### config.mk
export PLATFORM = sky130hd
export DESIGN_NAME = echo_fifo_n
export DESIGN_NICKNAME = d
export VERILOG_FILES = /design/src/rtl/echo_fifo_n.sv
export SDC_FILE = /design/constraint.sdc
export NUM_CORES = 1
export LEC_CHECK = 0
export ABC_AREA = 1
export CAP_MARGIN = 20
export CORE_MARGIN = 2
export CORE_UTILIZATION = 51
export CTS_BUF_LIST = sky130_fd_sc_hd__clkbuf_4 sky130_fd_sc_hd__clkbuf_8
export DETAILED_ROUTE_END_ITERATION = 8
export PLACE_DENSITY = 0.78
export SETUP_SLACK_MARGIN = 0.15
export SLEW_MARGIN = 20
export SYNTH_ARGS = -nofsm -noshare
export SYNTH_HDL_FRONTEND = slang
export SYNTH_SLANG_ARGS = --single-unit
### constraint.sdc
create_clock -name CLK -period 2.4 [get_ports CLK]
set_input_delay 0.24 -clock CLK [delete_from_list [all_inputs] [get_ports CLK]]
set_output_delay 0.24 -clock CLK [all_outputs]
set_load 0.02 [all_outputs]
### src/rtl/echo_fifo_n.sv
// Echo queue: stores {payload, repeat count} entries and replays each payload n times (n=0 acts as 1).
// Optional statistics counters req_count/beat_count are enabled with ECHO_FIFO_N_STATS_EN.
module echo_fifo_n #(
  parameter int unsigned WIDTH = 32,
  parameter int unsigned DEPTH = 4,
  parameter int unsigned RBITS = 4
) (
  input  logic                     CLK,
  input  logic                     nRST,
  input  logic                     echoReq__ENA,
  input  logic [WIDTH-1:0]         echoReq_v,
  input  logic [RBITS-1:0]         echoReq_n,
  output logic                     echoReq__RDY,
  input  logic                     respond_rule__ENA,
  output logic                     respond_rule__RDY,
  output logic                     ind_echo__ENA,
  output logic [WIDTH-1:0]         ind_echo_v,
  output logic                     ind_echo_last,
  input  logic                     ind_echo__RDY,
  output logic [$clog2(DEPTH):0]   occupancy
`ifdef ECHO_FIFO_N_STATS_EN
  ,
  output logic [31:0]              req_count,
  output logic [31:0]              beat_count
`endif
);

  localparam int unsigned AW    = $clog2(DEPTH);
  localparam int unsigned CNT_W = AW + 1;

  logic [WIDTH-1:0] mem_v [DEPTH];
  logic [RBITS-1:0] mem_n [DEPTH];

  logic [AW-1:0]    wptr, rptr;
  logic [CNT_W-1:0] count;
  logic [RBITS-1:0] beat;
  logic [RBITS-1:0] head_n, eff_m1;
  logic             enq, fire, last, deq;

  assign echoReq__RDY      = (count < CNT_W'(DEPTH));
  assign respond_rule__RDY = (count != '0) & ind_echo__RDY;
  assign enq               = echoReq__ENA & echoReq__RDY;
  assign fire              = respond_rule__ENA & respond_rule__RDY;

  assign head_n = mem_n[rptr];
  // A zero repeat count still produces a single beat.
  assign eff_m1 = (head_n == '0) ? '0 : head_n - RBITS'(1);
  assign last   = (beat == eff_m1);
  assign deq    = fire & last;

  assign ind_echo__ENA  = fire;
  assign ind_echo_v     = mem_v[rptr];
  assign ind_echo_last  = last;
  assign occupancy      = count;

  always_ff @(posedge CLK) begin
    if (enq) begin
      mem_v[wptr] <= echoReq_v;
      mem_n[wptr] <= echoReq_n;
    end
  end

  always_ff @(posedge CLK) begin
    if (!nRST) begin
      wptr  <= '0;
      rptr  <= '0;
      count <= '0;
      beat  <= '0;
    end else begin
      if (enq) wptr <= wptr + AW'(1);
      if (deq) rptr <= rptr + AW'(1);
      if (fire) beat <= last ? '0 : beat + RBITS'(1);
      case ({enq, deq})
        2'b10:   count <= count + CNT_W'(1);
        2'b01:   count <= count - CNT_W'(1);
        default: count <= count;
      endcase
    end
  end

`ifdef ECHO_FIFO_N_STATS_EN
  always_ff @(posedge CLK) begin
    if (!nRST) begin
      req_count  <= '0;
      beat_count <= '0;
    end else begin
      if (enq)  req_count  <= req_count + 32'd1;
      if (fire) beat_count <= beat_count + 32'd1;
    end
  end
`endif

endmodule
### Yosys cells after proc, flatten, opt, wreduce, memory -nomap -nowiden

Memory sizes are Yosys's and may differ from the RTL's. A register that Yosys moved wholly into a read port is not among the register bits.
Index checks and enable logic that the tools add are counted.

| word-level totals | value |
|---|---|
| bits in registers | 11 |
| bits in writable memories | 144 |
| input bits | 41 |
| output and inout port bits | 39 |
| memories kept | 2 |

Memories:

| memory | words | width | rd ports | clocked after memory_dff | wr ports | line | source |
|---|---|---|---|---|---|---|---|
| mem_v | 4 | 32 | 1 | 1 | 1 | 31 | `logic [WIDTH-1:0] mem_v [DEPTH];` |
| mem_n | 4 | 4 | 1 | 1 | 1 | 32 | `logic [RBITS-1:0] mem_n [DEPTH];` |

| cells by class | value |
|---|---|
| $add $sub $neg | 6 |
| $lt $le $gt $ge | 1 |
| equality and inequality tests | 3 |
| muxes and demuxes | 9 |
| bitwise operators | 4 |
| reduce and logical (&&, ||, !) cells | 3 |

Operators by type and width:

| cell | count |
|---|---|
| 2-bit 2-to-1 mux | 4 |
| 4-bit 2-to-1 mux | 2 |
| 3-bit one-hot mux with 2 select lines | 1 |
| 2-bit by 1-bit adder with 2-bit output (second input constant) | 2 |
| 4-bit by 1-bit adder with 4-bit output (second input constant) | 1 |
| 1-bit bitwise AND | 4 |
| 4-bit == test | 1 |
| 4-bit zero test | 1 |
| 4-bit by 1-bit subtractor with 4-bit output (second input constant) | 1 |
| 3-bit by 1-bit adder with 3-bit output (second input constant) | 1 |
| 3-bit less-than comparator (second input constant) | 1 |
| 3-bit nonzero test | 1 |
| 3-bit by 1-bit subtractor with 3-bit output (second input constant) | 1 |
| 2-bit by 1-bit == test with 1-bit output (second input constant) | 1 |
| 2-bit == test (second input constant) | 1 |
| 1-bit 2-to-1 mux | 2 |
| 2-bit nonzero test | 1 |

### Depth between registers and ports, before layout

| logic depth | value |
|---|---|
| depth after elaboration | 6 |
| gate-level depth with buffers | 21 |

### Worst setup path after synthesis

Ideal clock, no wire load.

| timing | value |
|---|---|
| path kind | register to register |
| start point | register count[2] (netlist: occupancy[2]) |
| end point | register count[2] (netlist: occupancy[2]) |
| data arrival time | 2.678 ns |
| data required time | 2.270 ns |
| slack | -0.408 ns |
| stages on the path, launching flop included | 14 |
| period minus slack after synthesis | 2.808 ns |
| cell sequence | dfxtp_1 -> inv_1 -> a31oi_1 -> nand2_1 -> inv_1 -> nand3_4 -> inv_1 -> ha_1 -> inv_1 -> fa_1 -> a21oi_1 -> o21ai_0 -> o21ai_0 -> a21oi_1 |

| between the ends | value |
|---|---|
| elaborated cells on any way between the ends | 12 |
| those cells by class | add/sub (2); order compare (1); eq/ne (2); mux (1); bitwise (4); reduce/logical (2) |

RTL lines:

| element | line | source |
|---|---|---|
| start: declaration | 35 | `logic [CNT_W-1:0] count;` |
| start signal: assignment | 74 | `2'b10: count <= count + CNT_W'(1);` |
| start signal: assignment | 75 | `2'b01: count <= count - CNT_W'(1);` |
| start signal: assignment | 76 | `default: count <= count;` |
| 3-bit less-than comparator (*) | 40 | `assign echoReq__RDY = (count < CNT_W'(DEPTH));` |
| via echoReq__RDY | 13 | `output logic echoReq__RDY,` |
| 1-bit bitwise AND (*) | 42 | `assign enq = echoReq__ENA & echoReq__RDY;` |
| 2-bit by 1-bit == test with 1-bit output / 2-bit == test (equally long branches) | 73 | `case ({enq, deq})` |
| 3-bit one-hot mux with 2 select lines / 2-bit nonzero test (equally long branches) | n/a |  |

The timed path passes the listed nets; every way through them passes the cells marked *.
A chain may end at the register's enable or synchronous reset.

==> results.py <==
metrics = {
    "critical_path": {
        "critPathLaunchType": "flop",
        "worst-path-stages": 20,
        "max_stage_delay_ns": 0.39,
        "reg2reg_to": "occupancy[2]",
        "cp-end-kind": "flop",
        "crit_path_max_fanout": 11,
        "path_delay_family": "simple AND/OR/NAND/NOR gates",
        "crit_end": "occupancy[2]",
        "arrival_ns": 2.80,
        "crit_buf_inv": 4,
        "crit_top_cell": "nand2_2",
        "slowest_stage": "dfxtp_4",
        "crit_chain": "inv_8 -> nand2_1 -> nand3_2 -> nand2_4 -> nand2_4 -> inv_2 -> nand2_2 -> nand2_2 -> nand2_2 -> nand2_2 -> nor2_4 -> nand3_4 -> inv_4 -> ha_4 -> inv_2 -> fa_2 -> a21oi_2 -> o21ai_2 -> o21ai_1 -> a21oi_1",
        "r2r_cells": 20,
        "worstPathRequired_ns": 2.73,
        "crit_type": "reg -> reg",
        "ff2ff_setup_slack_ns": -0.07,
    },
    "route": {
        "routed_wirelength_um": 12900,
        "drtIter0Drc": 212,
        "num_vias": 4038,
        "vias_per_cell": 5.47,
        "drc": 0,
        "drtAntennaViolNets": 0,
        "wl_per_cell_um": 17.4,
        "drt_pass1_iterations": 4,
    },
    "clock_tree": {
        "clkTransAtPathRegs_ns": 0.08,
        "clk_latency_ns": 0.43,
        "h-tree-depth": 4,
        "clock_sink_count": 157,
        "hold_buffers": 0,
        "cts_buffers": 17,
        "cts_tree": "done",
        "root_buffer": "clkbuf_8",
        "cts_buffer_depth": 2,
    },
    "grt": {
        "antenna_found_initial": 0,
        "grt_max_degree": 29,
        "grt_first_pass_wirelength_um": 19700,
        "grt-ovfl-total": 0,
        "grtUsageTotal_pct": 20.3,
        "grt_pass1_vias": 4088,
    },
    "sta": {
        "fin_skew_ns": 0.00780,
        "grt_setup_unrepaired": "yes",
        "period_minus_slack_ns": 2.47,
        "fmax_mhz": 405,
        "timing.final.crit_share_pct": 103,
        "worst_slew_pin_slew_ns": 0.354,
        "hold_viol": 0,
        "relSlewSlack_pct": 76.3,
        "whs_ns": 0.435,
        "setup_ws_ns": -0.0714,
        "setup_viol": 2,
        "finalMaxSlewViolations": 0,
        "fin_setup_tns_ns": -0.117,
    },
    "pwr": {
        "power_density_mw_per_mm2": 745,
        "max-vdd-ir-drop_uv": 631,
        "power_mw": 5.86,
        "p_leak_nw": 2.86,
    },
    "yosys": {
        "avgSynthCellArea_um2": 13.2,
        "ys_warn_count": 0,
        "syn_area_mm2": 0.00616,
        "synth_top_family_by_area": "simple AND/OR/NAND/NOR gates",
        "synth-xor-area-share_pct": 0.427,
        "ys_ff_latch": 157,
        "syn_inst": 467,
        "muxShareOfSynthArea_pct": 0,
        "seq_area_frac_synth_pct": 74.5,
        "yosys.area_share.adder_pct": 1.54,
        "synth-simple-area-share_pct": 10.7,
        "synth-compound-area-share_pct": 9.69,
        "synthDistinctLibCells": 25,
        "synth_top_area_share_pct": 70.2,
        "yosysTopAreaCell": "edfxtp_1",
        "synth.area.top_cells": "edfxtp_1, o21ai_0, nor2_1, dfxtp_1, o22ai_1",
        "synth_fp_nets": 515,
    },
    "finish": {
        "layout-drive-gt1-share_pct": 24.0,
        "antenna_cells": 0,
        "final_common_cell": "edfxtp_1",
        "final_nets": 626,
        "layout_common_cells": "edfxtp_1, nor2_1, o21ai_0",
        "area_delta_synth_final_pct": 27.8,
        "fillers": 840,
        "utilization_pct": 66.1,
    },
    "status": {
        "violations": "setup timing",
        "status": "finished, violations left",
    },
    "floorplanning": {
        "die_w_um": 114,
        "fp.dieArea_mm2": 0.0130,
        "start_util_pct": 51.7,
        "core-area_mm2": 0.0119,
        "top_level_ports": 80,
        "die_h_um": 114,
        "rows": 40,
    },
    "min_path": {
        "hold_depth": 1,
        "min_path_type": "in -> reg",
    },
    "place": {
        "gp_congestion": 0.769,
        "hpwl_um": 7780,
        "port_buffers": 79,
    },
    "job": {
        "cap_violations": 0,
    },
}
[cells in the mapped netlist]
library cell	instances
a21oi_1	9
fa_1	1
nand3_2	6
nor2_1	73
a31oi_1	1
nand3_1	10
nand3_4	1
xor2_1	3
o22ai_1	32
nand2_1	36
clkbuf_1	20
nand4_1	4
o21ai_0	69
nor2_4	2
nand2_2	9
edfxtp_1	144
inv_2	2
inv_4	1
nor3_1	1
inv_8	1
inv_1	20
ha_1	6
nand3b_2	1
dfxtp_1	13
buf_6	2
[how the worst min path moves through the flow]
stage                              from           end  slack (ns)
after CTS                 echoReq_v[11]  mem_v[1][11]        0.40
after global routing      echoReq_v[19]  mem_v[1][19]        0.42
after global placement          rptr[1]          flop        0.47
final                     echoReq_v[13]  mem_v[2][13]        0.44
after floorplan            echoReq_n[0]   mem_n[0][0]        0.34
after detailed placement        rptr[1]          flop        0.49
[metal layers]
layer / up-vias / global-route usage, % / part of all wire, %
li1: 1913 / - / -
met1: 1981 / 23.2 / 40
met2: 117 / 36.0 / 53
met3: 27 / 5.37 / 4.6
met4: 0 / 8.78 / 2.5
met5: - / 0 / 0
[final cells by class]
| class | instances | area [um2] | share of cell area [%] |
|---|---|---|---|
| Inverter | 24 | 105 | 1.34 |
| Multi-Input combinational cell | 264 | 1550 | 19.7 |
| Clock inverter | 5 | 129 | 1.64 |
| Tap cell | 147 | 184 | 2.34 |
| Timing Repair Buffer | 114 | 970 | 12.3 |
| Clock buffer | 27 | 334 | 4.25 |
| Sequential cell | 157 | 4590 | 58.4 |
[flip-flops by register name, indices dropped and copies added (netlist names), named ones only]
| register | flops |
|---|---|
| mem_v | 128 |
| mem_n | 16 |
| beat | 4 |
| occupancy | 3 |
| rptr | 2 |
| wptr | 2 |
[logic make-up (layout without fill, tap and decap cells)]
| group | Yosys count | count (layout) |
|---|---|---|
| and+or+nand+nor | 143 | 143 |
| AOI/OAI and AO/OA | 111 | 111 |
| DFF | 157 | 157 |
| xor gates and xnor gates | 3 | 3 |
| adders and majority gates | 7 | 7 |
| buffers and inverters | 46 | 170 |
[per-stage QoR]
step	std cells	setup slack [ns]	area, um2
floorplan	467	-0.307	6180
global placement	698	-0.0837	7290
detailed placement	698	-0.219	7290
CTS	738	-0.0202	7830
global route	738	-0.221	7870
finish	738	-0.0714	7870
[timing repair]
action                     4_1_cts  5_1_grt
gates resized for setup         68       49
setup buffers                    8        0
setup endpoints to repair       36       28
pin swaps                        6       17
[report_power, final]
group	internal [mW]	switching, mW
clock	1.32	0.858
sequential	3.11	0.0323
combinational	0.210	0.327
Note: power is estimated with default switching activity, not from simulation.
